--- src/rtl/stream_rr_arbiter.sv ---
// stream_rr_arbiter: round-robin N:1 valid/ready stream arbiter with a registered output.
// Optional burst lock (grant held until s_last) when STREAM_ARB_LOCK_EN is defined.
module stream_rr_arbiter #(
    parameter int NUM_REQ = 4,
    parameter int IDX_W   = 2,
    parameter int DATA_W  = 32
) (
    input  logic                      clk,
    input  logic                      rst_n,
    input  logic [NUM_REQ-1:0]        s_valid,
    output logic [NUM_REQ-1:0]        s_ready,
    input  logic [NUM_REQ*DATA_W-1:0] s_data,
    input  logic [NUM_REQ-1:0]        s_last,
    output logic                      m_valid,
    input  logic                      m_ready,
    output logic [DATA_W-1:0]         m_data,
    output logic [IDX_W-1:0]          m_id,
    output logic                      m_last,
    output logic                      busy
);

    logic              m_valid_q, m_valid_d;
    logic [DATA_W-1:0] m_data_q, m_data_d;
    logic [IDX_W-1:0]  m_id_q, m_id_d;
    logic              m_last_q, m_last_d;
    logic [IDX_W-1:0]  ptr_q, ptr_d;

    logic [IDX_W-1:0]  rr_idx;
    logic              rr_vld;
    logic [IDX_W-1:0]  win_idx;
    logic              win_vld;
    logic [DATA_W-1:0] win_data;
    logic              win_last;
    logic              slot_free;
    logic              accept;
    logic              locked;

`ifdef STREAM_ARB_LOCK_EN
    typedef enum logic {
        ARB  = 1'b0,
        LOCK = 1'b1
    } state_e;

    state_e           state_q, state_d;
    logic [IDX_W-1:0] lock_id_q, lock_id_d;

    assign locked = (state_q == LOCK);
`else
    assign locked = 1'b0;
`endif

    assign slot_free = !m_valid_q || m_ready;

    // First valid requester at or after ptr, wrapping around
    always_comb begin : p_search
        int k;
        rr_idx = '0;
        rr_vld = 1'b0;
        for (int i = 0; i < NUM_REQ; i++) begin
            k = int'(ptr_q) + i;
            if (k >= NUM_REQ) begin
                k = k - NUM_REQ;
            end
            if (!rr_vld && s_valid[k]) begin
                rr_vld = 1'b1;
                rr_idx = IDX_W'(k);
            end
        end
    end

    // Winner: round-robin pick, or the locked owner while a burst is open
    always_comb begin
`ifdef STREAM_ARB_LOCK_EN
        if (locked) begin
            win_idx = lock_id_q;
            win_vld = s_valid[lock_id_q];
        end else begin
            win_idx = rr_idx;
            win_vld = rr_vld;
        end
`else
        win_idx = rr_idx;
        win_vld = rr_vld;
`endif
    end

    assign accept = rst_n && slot_free && win_vld;

    // Select winner payload and drive the one-hot ready
    always_comb begin
        win_data = '0;
        win_last = 1'b0;
        s_ready  = '0;
        for (int k = 0; k < NUM_REQ; k++) begin
            if (win_idx == IDX_W'(k)) begin
                win_data   = s_data[k*DATA_W +: DATA_W];
                win_last   = s_last[k];
                s_ready[k] = accept;
            end
        end
    end

    // Output register and pointer next-state
    always_comb begin
        m_valid_d = m_valid_q;
        m_data_d  = m_data_q;
        m_id_d    = m_id_q;
        m_last_d  = m_last_q;
        ptr_d     = ptr_q;
        if (accept) begin
            m_valid_d = 1'b1;
            m_data_d  = win_data;
            m_id_d    = win_idx;
            m_last_d  = win_last;
            if (win_idx == IDX_W'(NUM_REQ - 1)) begin
                ptr_d = '0;
            end else begin
                ptr_d = win_idx + IDX_W'(1);
            end
        end else if (m_ready) begin
            m_valid_d = 1'b0;
        end
    end

    // Output beat and round-robin pointer state
    always_ff @(posedge clk or negedge rst_n) begin
        if (!rst_n) begin
            m_valid_q <= 1'b0;
            m_data_q  <= '0;
            m_id_q    <= '0;
            m_last_q  <= 1'b0;
            ptr_q     <= '0;
        end else begin
            m_valid_q <= m_valid_d;
            m_data_q  <= m_data_d;
            m_id_q    <= m_id_d;
            m_last_q  <= m_last_d;
            ptr_q     <= ptr_d;
        end
    end

`ifdef STREAM_ARB_LOCK_EN
    // Burst lock next-state: open on a non-last beat, close on the owner's last beat
    always_comb begin
        state_d   = state_q;
        lock_id_d = lock_id_q;
        if (accept) begin
            if (state_q == ARB && !win_last) begin
                state_d   = LOCK;
                lock_id_d = win_idx;
            end else if (state_q == LOCK && win_last) begin
                state_d = ARB;
            end
        end
    end

    // Burst lock FSM state
    always_ff @(posedge clk or negedge rst_n) begin
        if (!rst_n) begin
            state_q   <= ARB;
            lock_id_q <= '0;
        end else begin
            state_q   <= state_d;
            lock_id_q <= lock_id_d;
        end
    end
`endif

    assign m_valid = m_valid_q;
    assign m_data  = m_data_q;
    assign m_id    = m_id_q;
    assign m_last  = m_last_q;
    assign busy    = m_valid_q || locked;

endmodule

--- config.mk ---
export PLATFORM = sky130hd
export DESIGN_NAME = stream_rr_arbiter
export DESIGN_NICKNAME = d
export VERILOG_FILES = /design/src/rtl/stream_rr_arbiter.sv
export SDC_FILE = /design/constraint.sdc
export NUM_CORES = 1
export LEC_CHECK = 0
export ABC_AREA = 1
export BUFFER_PORTS_ARGS = -buffer_cell sky130_fd_sc_hd__buf_4
export CAP_MARGIN = 0
export CORE_MARGIN = 2
export CORE_UTILIZATION = 43
export DETAILED_ROUTE_END_ITERATION = 6
export GPL_TIMING_DRIVEN = 0
export PLACE_DENSITY_LB_ADDON = 0.15
export SYNTH_ARGS = -nofsm -noshare
export SYNTH_HDL_FRONTEND = slang
export SYNTH_SLANG_ARGS = --single-unit
--- constraint.sdc ---
create_clock -name clk -period 4.6 [get_ports clk]
set_clock_uncertainty 0.2 [all_clocks]
set_input_delay 1.38 -clock clk [delete_from_list [all_inputs] [get_ports clk]]
set_output_delay 1.38 -clock clk [all_outputs]
set_load 0.005 [all_outputs]
=== Word-level counts from Yosys, hierarchy flattened ===
Index checks and enable logic that the tools add are counted.

* Flip-flop bits (word level): 38
* Input port bits: 139

* Add/subtract/negate cells: 8
* Magnitude comparators: 8
* Eq/ne operators: 3
* Multiplexer cells: 39
* Reductions and logical operators: 12

{| class="wikitable"
|+ Operators with widths
! cell !! count
|-
| 32-bit 2-to-1 mux || 8
|-
| 32-bit by 4-bit < comparator with 1-bit output, second input constant || 4
|-
| 1-bit 2-to-1 mux || 22
|-
| 3-bit by 3-bit subtractor with 4-bit output, second input constant || 3
|-
| 2-bit 2-to-1 mux || 5
|-
| 3-bit >= comparator, second input constant || 3
|-
| 1-bit binary-select mux with 2-bit select || 4
|-
| 2-bit by 2-bit adder with 3-bit output, second input constant || 2
|-
| 1-bit logical AND || 5
|-
| 2-bit == test, second input constant || 2
|-
| 1-bit logical NOT || 4
|-
| 2-bit by 3-bit subtractor with 4-bit output, second input constant || 1
|-
| 2-bit by 1-bit adder with 3-bit output, second input constant || 1
|-
| 2-bit by 3-bit >= comparator with 1-bit output, second input constant || 1
|-
| 2-bit by 1-bit adder with 2-bit output, second input constant || 1
|-
| 2-bit by 1-bit == test with 1-bit output, second input constant || 1
|-
| 2-bit logical NOT || 1
|-
| 2-bit nonzero test || 1
|-
| 1-bit logical OR || 1
|}

=== Logic depth before layout (Yosys ltp) ===
Gate-level depths: netlist (run 1).

* Depth in word-level cells: 20
* Depth in mapped cells: 20

=== Least setup slack after synthesis (run 1) ===
No wires, ideal clock.

* Path kind: input -> output
* Start point: input port s_valid[3]
* End point: output port s_ready[1]
* Arrival time: 2.873 ns
* Required time: 3.020 ns
* Path slack: 0.147 ns
* Stages: 14
* Buffers on the path: 2
* Cell sequence: inv_1 > nand2_1 > nand3_1 > nand2_1 > inv_1 > nand2_1 > nand2_1 > nand3_1 > inv_1 > ha_1 > clkbuf_1 > clkbuf_1 > inv_1 > nor2_1

* Cells in the longest elaborated chain, start to end: 15
* Elaborated cells between the ends (all ways): 29

{| class="wikitable"
|+ Ends and longest elaborated chain
! element !! RTL line !! RTL
|-
| start: declaration || 10 || <nowiki>input logic [NUM_REQ-1:0] s_valid,</nowiki>
|-
| 1-bit binary-select mux with 2-bit select || 64 || <nowiki>if (!rr_vld && s_valid[k]) begin</nowiki>
|-
| 1-bit 2-to-1 mux (implied by the code) (2 in series) || 64 ||
|-
| 1-bit 2-to-1 mux || 64 ||
|-
| 1-bit logical NOT || 64 ||
|-
| 1-bit logical AND || 64 ||
|-
| 1-bit 2-to-1 mux || 64 ||
|-
| 1-bit logical NOT || 64 ||
|-
| 1-bit logical AND || 64 ||
|-
| 1-bit 2-to-1 mux || 64 ||
|-
| 1-bit logical NOT || 64 ||
|-
| 1-bit logical AND || 64 ||
|-
| 2-bit 2-to-1 mux * || 64 ||
|-
| net rr_idx[0] || 28 || <nowiki>logic [IDX_W-1:0] rr_idx;</nowiki>
|-
| 2-bit by 1-bit == test with 1-bit output * || 95 || <nowiki>if (win_idx == IDX_W'(k)) begin</nowiki>
|-
| 1-bit 2-to-1 mux * || 95 ||
|-
| end: declaration || 11 || <nowiki>output logic [NUM_REQ-1:0] s_ready,</nowiki>
|}

The timed path passes the listed nets; every way through them passes the cells marked *. The select of a mux whose other input is x is not followed.

=== Worst setup path in the final report (run 1) ===
* Start point: input port s_valid[1]
* End point: output port s_ready[2]

* Cells in the longest elaborated chain, start to end: 15
* Elaborated cells between the ends (all ways): 29

{| class="wikitable"
|+ Ends and longest elaborated chain
! element !! RTL line
|-
| 1-bit binary-select mux with 2-bit select || 64
|-
| 1-bit 2-to-1 mux (implied by the code) (2 in series) || 64
|-
| 1-bit 2-to-1 mux || 64
|-
| 1-bit logical NOT || 64
|-
| 1-bit logical AND || 64
|-
| 1-bit 2-to-1 mux || 64
|-
| 1-bit logical NOT || 64
|-
| 1-bit logical AND || 64
|-
| 1-bit 2-to-1 mux || 64
|-
| 1-bit logical NOT || 64
|-
| 1-bit logical AND || 64
|-
| 2-bit 2-to-1 mux / 1-bit 2-to-1 mux (equally long branches) || 64
|-
| 2-bit == test / 1-bit logical AND (equally long branches) || 95, 87
|-
| 1-bit 2-to-1 mux * || 95
|}

Every way passes the cells marked *; elsewhere a longest branch is shown, timed or not. The select of a mux whose other input is x is not followed.

==> out/summary.txt, run 1 <==
Status - finished, final reports clean
Core area - 6280 um^2
Clock slew at reported path FFs - 70 ps
Top post-synthesis cells by area - dfrtp_1 (34%), nand2_1 (32%), o21ai_0 (11%)
CTS tree - built
Clock root buffer - clkbuf_8
Worst slew pin tran - 527 ps
Vias - 3561
Syn Nets - 592
Worst Hold Class - reg2reg
Max Cap Viol - 0
RD Place Congestion - 0.877
Initial Util - 44.0%
Most common cell after layout, fill and taps aside - nand2_1
Via density - 4.98
Core Rows - 29
Post-DP HPWL - 7.32 mm
Synth Register Bits - 38
Synth top area share - 34.5%
Sequential fraction of the synthesis area - 34.5%
# clock sinks - 38
P&R area growth vs syn - 58.9%
FMAX - 0.225 GHz
Worst-path fanout max - 5
Util after Layout - 69.8%
Final Hold Vio Count - 0
CTS max path bufs - 2
Largest net degree at the start of global routing - 40
Net count, final - 781
RSZ-0062 raised after global routing - false
Initial DRT Pass Iterations - 4
Worst Setup End Kind - primary output
Crit path DAT - 2860 ps
# setup viols final - 0
Worst VDD drop - 0.515 mV
FILL cells - 588
WS Path Type - in2out
Inserted Clock Buffers - 5
Cell variety after synth - 21
Io pins - 180
Clock latency on the worst-skew pair - 290 ps
Worst EP required - 3020 ps
Die H - 84.1 um
Die area - 7070 um^2
Synth Area per Inst - 6.14 um^2
N_diodes - 0
Routed WL - 9.85 mm
Drt wl/cell - 13.8 um
R2R Setup Slk - 1320 ps
Max-slew violation count - 0
Die width - 84.1 um
First-pass GRT wire length - 15.8 mm
IO buf count - 179
Min Tclk post-route - 4440 ps
Final period util - 96.6%
Share of cells above drive strength 1 - 35.1%
Worst slew margin - 64.7%
Final Power - 4.09 mW
Vias in the first global route - 3420
GRT overflow - 0
CP startpoint kind - input pin
Antenna violations before repair - 0
First-iteration detailed-routing DRC count - 137
DRC - 0
Yosys top cell by area - dfrtp_1
Lkg Pwr - 2.42 nW
H-tree depth - 2
Post-Synthesis Cells - 449
Yosys Warn Count - 0
Most frequent cells in the layout - nand2_1 (233), buf_4 (192), o21ai_0 (59)
Power Density - 933 nW/um^2
Routed Antenna Nets - 0
Synthesized area - 2760 um^2
Overall Global Routing Usage - 27.5%
Post-CTS Hold Fix Bufs - 0
[logic make-up after synthesis]
group | count (synthesis) | share of synthesized area, %
buffers and inverters | 48 | 8.62
adders and majority gates | 4 | 1.81
and+or+nand+nor | 258 | 36.7
AOI/OAI and AO/OA | 101 | 18.4
DFF | 38 | 34.5
[sequential cells by signal, summed over array words and instances, names as in the netlist]
| signal | flops |
|---|---|
| m_last | 1 |
| m_data | 32 |
| m_id | 2 |
| busy | 1 |
| ptr_q | 2 |
[per-layer routing]
| metal | vias up | global-route usage, % | wire (um) |
|---|---|---|---|
| li1 | 1800 | - | - |
| met1 | 1597 | 33.6 | 3860 |
| met2 | 147 | 48.2 | 5020 |
| met3 | 17 | 4.95 | 782 |
| met4 | 0 | 9.97 | 183 |
| met5 | - | 0 | 0 |
[where the power goes]
part           leakage (nW)  switching [mW]  internal, mW  total, mW
registers             0.481          0.0864         0.497      0.583
logic                  1.90            1.97          1.32       3.29
clock network        0.0383           0.112         0.104      0.217
total                  2.42            2.17          1.92       4.09
[final timing paths]
kind	startpoint	end	depth (start not counted)
min in group asynchronous	rst_n	m_data[27]	1
hold reg to reg	m_data[0]	m_data[0]	2
setup reg to reg	ptr_q[0]	m_data[2]	20
hold / removal	m_data[0]	m_data[0]	2
setup / recovery	s_valid[1]	s_ready[2]	13
max in group asynchronous	rst_n	m_data[12]	1
[area by class of cell]
type / count / area, um^2 / area share, %
sequential: 38 / 951 / 21.7
tap: 77 / 96.3 / 2.20
timing repair buffer: 187 / 1400 / 32.0
inverter: 18 / 76.3 / 1.74
buffer: 25 / 146 / 3.34
multi-input combinational: 363 / 1630 / 37.3
clock buffer: 7 / 76.3 / 1.74
[synthesized netlist by cell type]
| cell | count |
|---|---|
| nor2_4 | 1 |
| clkbuf_1 | 18 |
| nand4_1 | 2 |
| dfrtp_1 | 38 |
| o21ai_0 | 59 |
| ha_1 | 4 |
| nand3_1 | 10 |
| buf_4 | 5 |
| inv_2 | 2 |
| a21oi_1 | 33 |
| buf_6 | 4 |
| nand2_4 | 1 |
| inv_1 | 14 |
| a21boi_1 | 1 |
| o21ai_1 | 8 |
| inv_4 | 2 |
| nand2_2 | 2 |
| nand2_1 | 236 |
| nand3_2 | 1 |
| nor2_1 | 5 |
| buf_2 | 3 |
[worst max-delay path, stage by stage]
cell	delay (ps)
buf_4	110
nand2_1	60
nand2_1	90
nand2_1	120
nand2_2	70
nor2_4	130
buf_4	120
nand3_2	110
nand3_4	150
ha_4	190
clkinvlp_4	110
nor2_1	110
buf_4	110
[timing repair]
action	4_1_cts	5_1_grt
hold endpoints to repair	0	0
buffers inserted	1	7
pin swaps	0	3
cloned	0	0
resized for setup	10	7
endpoints found under the setup margin	3	3
[metrics by stage]
stage                     setup TNS (ps)  hold WS, ps  cells  setup WS, ps  cell area, um^2
after global routing                   0          294    715          13.5             4380
after detailed placement           -1210          266    705          -522             4200
final                                  0          283    715           158             4380
after CTS                          -31.1          285    709         -31.1             4310
after global placement              -990          263    705          -446             4200
after floorplan                        0          272    449           147             2760
(Power assumes the default switching activity.)
==> run 2, diff against run 1 <==
Settings changed: GPL_TIMING_DRIVEN 0 to not set, SLEW_MARGIN set to 15.
==> run 2 against run 1 <==
Sequential cell count did not move; critical path depth is the same; total power down 9.1%; design area down 4.3%; worst hold slack worse by 3.9 ps; critical endpoint is now s_ready[1].
==> out/summary.txt, run 2 (same netlist as run 1, synthesis figures left out) <==
CP startpoint kind - input pin
Worst slew margin - 62.2% (-2.5 points)
PnR worst setup slack - 153 ps (-5.76 ps)
Clock slew at reported path FFs - 70 ps (about the same)
Io pins - 180 (unchanged)
CTS max path bufs - 2 (unchanged)
Worst VDD drop - 0.655 mV (+27%)
RR Startpoint - ptr_q[0]
Antenna violations before repair - 0 (unchanged)
Routed WL - 9.03 mm (-8.4%)
Area after DPL - 4100 um^2 (-2.4%)
First-pass GRT wire length - 15.1 mm (-4.4%)
Min Tclk post-route - 4450 ps (+5.76 ps)
Inserted Clock Buffers - 5 (unchanged)
CTS tree - built
Worst Hold Class - reg2reg
Util after Layout - 66.8% (-3.0 points)
Hold_sp - m_data[30]
Overall Global Routing Usage - 25.8% (-1.7 points)
Clock latency on the worst-skew pair - 280 ps (about the same)
Core area - 6280 um^2 (unchanged)
CP Cell Sequence - buf_4 > inv_1 > nand2_1 > nand3_1 > nand2_1 > nor2_4 > nand3_2 > nand3_1 > inv_1 > ha_1 > inv_1 > nor2_1 > buf_4
Net count, final - 756 (-3.2%)
Worst path top cell family by delay - simple AND/OR/NAND/NOR gates
Final Hold Vio Count - 0 (unchanged)
Worst stage delay on the critical path - 220 ps (+30 ps)
Crit path DAT - 2870 ps (about the same)
Most common cell after layout, fill and taps aside - nand2_1
Number of cells on the worst reg-to-reg path - 19 (-5.0%)
IO buf count - 179 (unchanged)
GRT overflow - 0 (unchanged)
RSZ-0062 raised after global routing - false
Via density - 5.07 (+1.7%)
# setup viols final - 0 (unchanged)
Worst R2R End - m_data[30]
Drt wl/cell - 13.1 um (-5.2%)
Die width - 84.1 um (unchanged)
Most used cell, CP - inv_1
First-iteration detailed-routing DRC count - 145 (+5.8%)
Slowest cell on the critical path - ha_1
Worst hold slack - 279 ps (-3.92 ps)
Worst-path fanout max - 4 (-1)
Final period util - 96.7% (+0.13 points)
Final Instance Area - 4190 um^2 (-4.3%)
Max-slew violation count - 0 (unchanged)
Max Cap Viol - 0 (unchanged)
N_diodes - 0 (unchanged)
RD Place Congestion - 0.855 (-2.5%)
Post-DP HPWL - 6.56 mm (-10%)
WHS Path Cells - 2 (unchanged)
Lkg Pwr - 2.35 nW (-3.1%)
Initial DRT Pass Iterations - 4 (unchanged)
R2R Setup Slk - 1270 ps (-50 ps)
Routed Antenna Nets - 0 (unchanged)
Post-CTS Hold Fix Bufs - 0 (unchanged)
Most frequent cells in the layout - nand2_1 (235), buf_4 (187), o21ai_0 (59)
Largest net degree at the start of global routing - 67 (+68%)
Worst slew pin tran - 567 ps (+39.2 ps)
Power Density - 887 nW/um^2 (-5.0%)
Share of cells above drive strength 1 - 33.6% (-1.6 points)
WS Path Type - in2out
Vias - 3500 (-1.7%)
Setup WS pre-CTS - 177 ps (+699 ps)
Hold path endpoint - m_data[30]
Worst EP required - 3020 ps (about the same)
Core Rows - 29 (unchanged)
P&R area growth vs syn - 52.0%
DRC - 0 (unchanged)
Vias in the first global route - 3467 (+1.4%)
FILL cells - 605 (+2.9%)
Clock root buffer - clkbuf_8
H-tree depth - 2 (unchanged)
Die H - 84.1 um (unchanged)
Post-CTS Setup Inserts - 0 (-1)
Buffer and inverter count on the worst path - 5 (+1)
Die area - 7070 um^2 (unchanged)
Initial Util - 44.0% (unchanged)
# clock sinks - 38 (unchanged)
Worst Setup End Kind - primary output
Status - finished, final reports clean
FMAX - 0.225 GHz (-0.13%)
Setup TNS - 0 ps (unchanged)
Largest register FFs - 32 (unchanged)
-- run 2: cell types whose count changed in the layout (fill, tap and decap cells not counted), sizes merged --
cell,delta
clkinvlp,-1
inv,+1
buf,-12
clkbuf,-13
clkinv,+1
-- run 2: routing by layer --
| layer | vias to the layer above | part of all wire (%) | GRT usage [%] |
|---|---|---|---|
| met2 | 140 | 53 | 47.3 |
| met1 | 1598 | 39 | 29.8 |
| met5 | - | 0 | 0 |
| li1 | 1749 | - | - |
| met3 | 13 | 6.9 | 4.75 |
| met4 | 0 | 1.4 | 9.09 |
-- run 2: cell type report --
class / count / area, um^2 / share of cell area, %
multi-input combinational: 363 / 1580 / 37.6
tap: 77 / 96.3 / 2.30
inverter: 18 / 72.6 / 1.73
sequential: 38 / 951 / 22.7
timing repair buffer: 187 / 1400 / 33.5
clock inverter: 1 / 5.00 / 0.119
clock buffer: 7 / 86.3 / 2.06
-- run 2: per-stage QoR --
stage	std cells	power [mW]
6_report	691	3.72
5_1_grt	691	4.20
4_1_cts	691	3.73
3_5_place_dp	683	3.49
3_3_place_gp	683	3.41
2_1_floorplan	449	2.64
-- run 2: worst max-delay path by stage --
stage / from / end / slack, ps / cells after the start
2_1_floorplan: s_valid[3] / s_ready[1] / 150 / 14
3_3_place_gp: s_valid[1] / s_ready[1] / 260 / 13
3_5_place_dp: s_valid[3] / s_ready[1] / 180 / 13
4_1_cts: s_valid[3] / s_ready[1] / 170 / 13
5_1_grt: s_valid[1] / s_ready[1] / 10 / 14
6_report: s_valid[3] / s_ready[1] / 150 / 13
-- run 2: worst min-delay path, stage by stage (launching register included) --
cell and delay, ps:
dfrtp_1 340, nand2_1 50, nand2_1 50
-- run 2: report_power, final --
group,total [mW],switching [mW],internal [mW]
Sequential,0.589,0.0925,0.496
Combinational,2.90,1.79,1.11
Clock,0.234,0.113,0.121
-- run 2: timing repair --
item	in CTS	in global routing
resized for setup	0	1
hold endpoints to repair	0	0
setup endpoints to repair	0	1
==> run 3, diff against run 2 <==
Settings changed: ABC_AREA 1 to not set, CORE_ASPECT_RATIO set to 0.9, CORE_UTILIZATION 43 to 40.
==> run 3 against run 2 <==
Design area is 2.4% higher; sequential cell count stayed put; clock power is 50% higher; critical path depth is 6 lower; critical path type unchanged; largest power group unchanged; highest routed layer unchanged.
==> out/summary.txt, run 3 <==
RD Place Congestion - 0.900 (+5.3%)
IO buf count - 179 (unchanged)
Post-CTS Setup Inserts - 0 (unchanged)
First-pass GRT wire length - 15.1 mm (+0.36%)
Worst Hold Class - reg2reg
Lkg Pwr - 2.03 nW (-13%)
Drt wl/cell - 15.5 um (+19%)
Share of cells above drive strength 1 - 40.0% (+6.4 points)
Antenna violations before repair - 0 (unchanged)
Synthesized area - 2850 um^2 (+3.1%)
Main synth FF type - dfrtp_1
Die H - 84.0 um (-0.11%)
Inserted Clock Buffers - 5 (unchanged)
Initial Util - 40.8% (-3.1 points)
Die width - 92.9 um (+10%)
Core Rows - 29 (unchanged)
H-tree depth - 2 (unchanged)
DRC - 0 (unchanged)
Die area - 7800 um^2 (+10%)
Status - finished, final reports clean
CP Cell Sequence - buf_4 > nand4b_1 > o21a_1 > and3_1 > ha_2 > and3_1 > buf_4
Hold_sp - m_id[0]
Routed WL - 9.23 mm (+2.3%)
Largest family of logic cells by synthesized area - compound AO/OA/AOI/OAI gates
Worst slew margin - 40.4% (-22 points)
RSZ-0062 raised after global routing - false
Post-CTS Hold Fix Bufs - 0 (unchanged)
Synth Register Bits - 38 (unchanged)
Xor/xnor cell area share of the yosys netlist - 0% (unchanged)
PostCTS Resize Cnt - 0 (unchanged)
Yosys Warn Count - 0 (unchanged)
CTS max path bufs - 2 (unchanged)
CP startpoint kind - input pin
Compound-Gate Fraction of Synth Area - 35.2% (+17 points)
Number of enable flip-flop cells after synthesis - 0 (unchanged)
Post-synthesis simple-gate area fraction - 16.8% (-20 points)
Clock latency on the worst-skew pair - 290 ps (about the same)
Max-slew violation count - 0 (unchanged)
FMAX - 0.245 GHz (+9.0%)
# setup viols final - 0 (unchanged)
Post-DP HPWL - 6.57 mm (+0.15%)
FILL cells - 636 (+5.1%)
P&R area growth vs syn - 50.9%
Cell variety after synth - 29 (+38%)
Crit path from - s_valid[3]
Worst VDD drop - 0.173 mV (-74%)
Synth top area share - 33.4% (-1.0 points)
Min Tclk post-route - 4080 ps (-367 ps)
Worst-path fanout max - 7 (+3)
Overall Global Routing Usage - 23.8% (-2.0 points)
Clock slew at reported path FFs - 70 ps (about the same)
Worst EP required - 3020 ps (about the same)
Slowest cell on the critical path - nand4b_1
Post-synthesis adder-cell area fraction - 1.76% (-0.055 points)
Core area - 6970 um^2 (+11%)
Setup TNS - 0 ps (unchanged)
Via density - 5.43 (+7.2%)
Worst Setup End Kind - primary output
# clock sinks - 38 (unchanged)
Vias in the first global route - 3136 (-9.5%)
N_diodes - 0 (unchanged)
Vias - 3236 (-7.5%)
Most common cell in the netlist - a21oi_1
Power Density - 447 nW/um^2 (-50%)
WS Path Type - in2out
Initial DRT Pass Iterations - 5 (+1)
Largest register FFs - 32 (unchanged)
Routed Antenna Nets - 0 (unchanged)
Async SR Flop Fraction - 100% (unchanged)
Net count, final - 645 (-15%)
First-iteration detailed-routing DRC count - 133 (-8.3%)
Worst path top cell family by delay - simple AND/OR/NAND/NOR gates
Largest net degree at the start of global routing - 67 (unchanged)
Sequential fraction of the synthesis area - 33.4% (-1.0 points)
Worst hold slack - 319 ps (+39.1 ps)
Io pins - 180 (unchanged)
Final period util - 88.7% (-8.0 points)
Post-Synthesis Cells - 347 (-23%)
Worst slew pin tran - 892 ps (+325 ps)
Syn Nets - 490 (-17%)
RR Startpoint - ptr_q[1]
GRT overflow - 0 (unchanged)
Crit path DAT - 2500 ps (-370 ps)
Worst stage delay on the critical path - 180 ps (-40 ps)
Post-synth top cells - a21oi_1 (67), dfrtp_1 (38), nand2_1 (38)
Most frequent cells in the layout - buf_4 (186), a21oi_1 (67), nand2_1 (38), dfrtp_1 (38), inv_1 (35)
Post-synthesis mux area share - 0.352% (+0.35 points)
Buffer and inverter count on the worst path - 2 (-3)
Most common cell after layout, fill and taps aside - buf_4
Synth Area per Inst - 8.20 um^2 (+33%)
Top post-synthesis cells by area - dfrtp_1 (33%), a21oi_1 (12%), a221o_1 (12%)
Final Hold Vio Count - 0 (unchanged)
Yosys top cell by area - dfrtp_1
Clock root buffer - clkbuf_8
Max Cap Viol - 0 (unchanged)
CTS tree - built
==> run 3: cells by family after synthesis <==
group	count (synthesis)
AO/OA/AOI/OAI	145
AND/OR/NAND/NOR	86
multiplexers	1
adder cells (fa/ha/maj)	4
flip-flops	38
buffers and inverters	73
==> run 3: metrics by stage <==
stage	worst slack, ps	total power, mW	util, %	cell area, um^2	cells
detailed placement	524	1.58	59.6	4150	588
global placement	554	1.56	59.6	4150	588
finish	519	1.92	61.6	4290	596
CTS	524	1.93	61.6	4290	596
floorplan	407	1.16	-	2850	347
global route	452	2.07	61.6	4290	596
==> run 3: power breakdown <==
part | total (mW) | switching (mW) | internal, mW | leakage [nW]
Clock | 0.352 | 0.121 | 0.231 | 0.0714
Sequential | 0.543 | 0.0821 | 0.461 | 0.435
Combinational | 1.02 | 0.491 | 0.532 | 1.52
Total | 1.92 | 0.694 | 1.22 | 2.03
==> run 3: layer usage <==
layer  global-route usage (%)  share of wire [%]  vias to the layer above
met2                     39.5                 49                      107
met3                     5.24                6.7                       12
met4                     6.02                1.4                        0
met5                        0                  0                        -
met1                     31.4                 43                     1529
li1                         -                  -                     1588
==> run 3: worst paths after layout <==
kind	to	cells past startpoint	slack [ps]
max	s_ready[3]	7	520
min	m_id[0]	1	320
max reg2reg	m_data[5]	8	1970
min reg2reg	m_id[0]	1	320
max in group asynchronous	m_data[11]	2	2870
min in group asynchronous	m_data[30]	2	980
==> run 3: cell type report <==
cell class	count	area, um^2	share of cell area (%)
repair buffers	186	1400	32.5
clock buffers	6	82.6	1.92
flip-flops and latches	38	951	22.2
clock inverters	2	60.1	1.40
multi-input cells	236	1560	36.2
inverters	35	131	3.06
well taps	93	116	2.71
==> run 3: worst register-to-register path: cells and delay by family (launching register included) <==
kind	cells	cell delay, ps
compound gates	4	890
buf+inv	2	600
flops	1	450
simple gates	1	230
fa+ha+maj	1	180
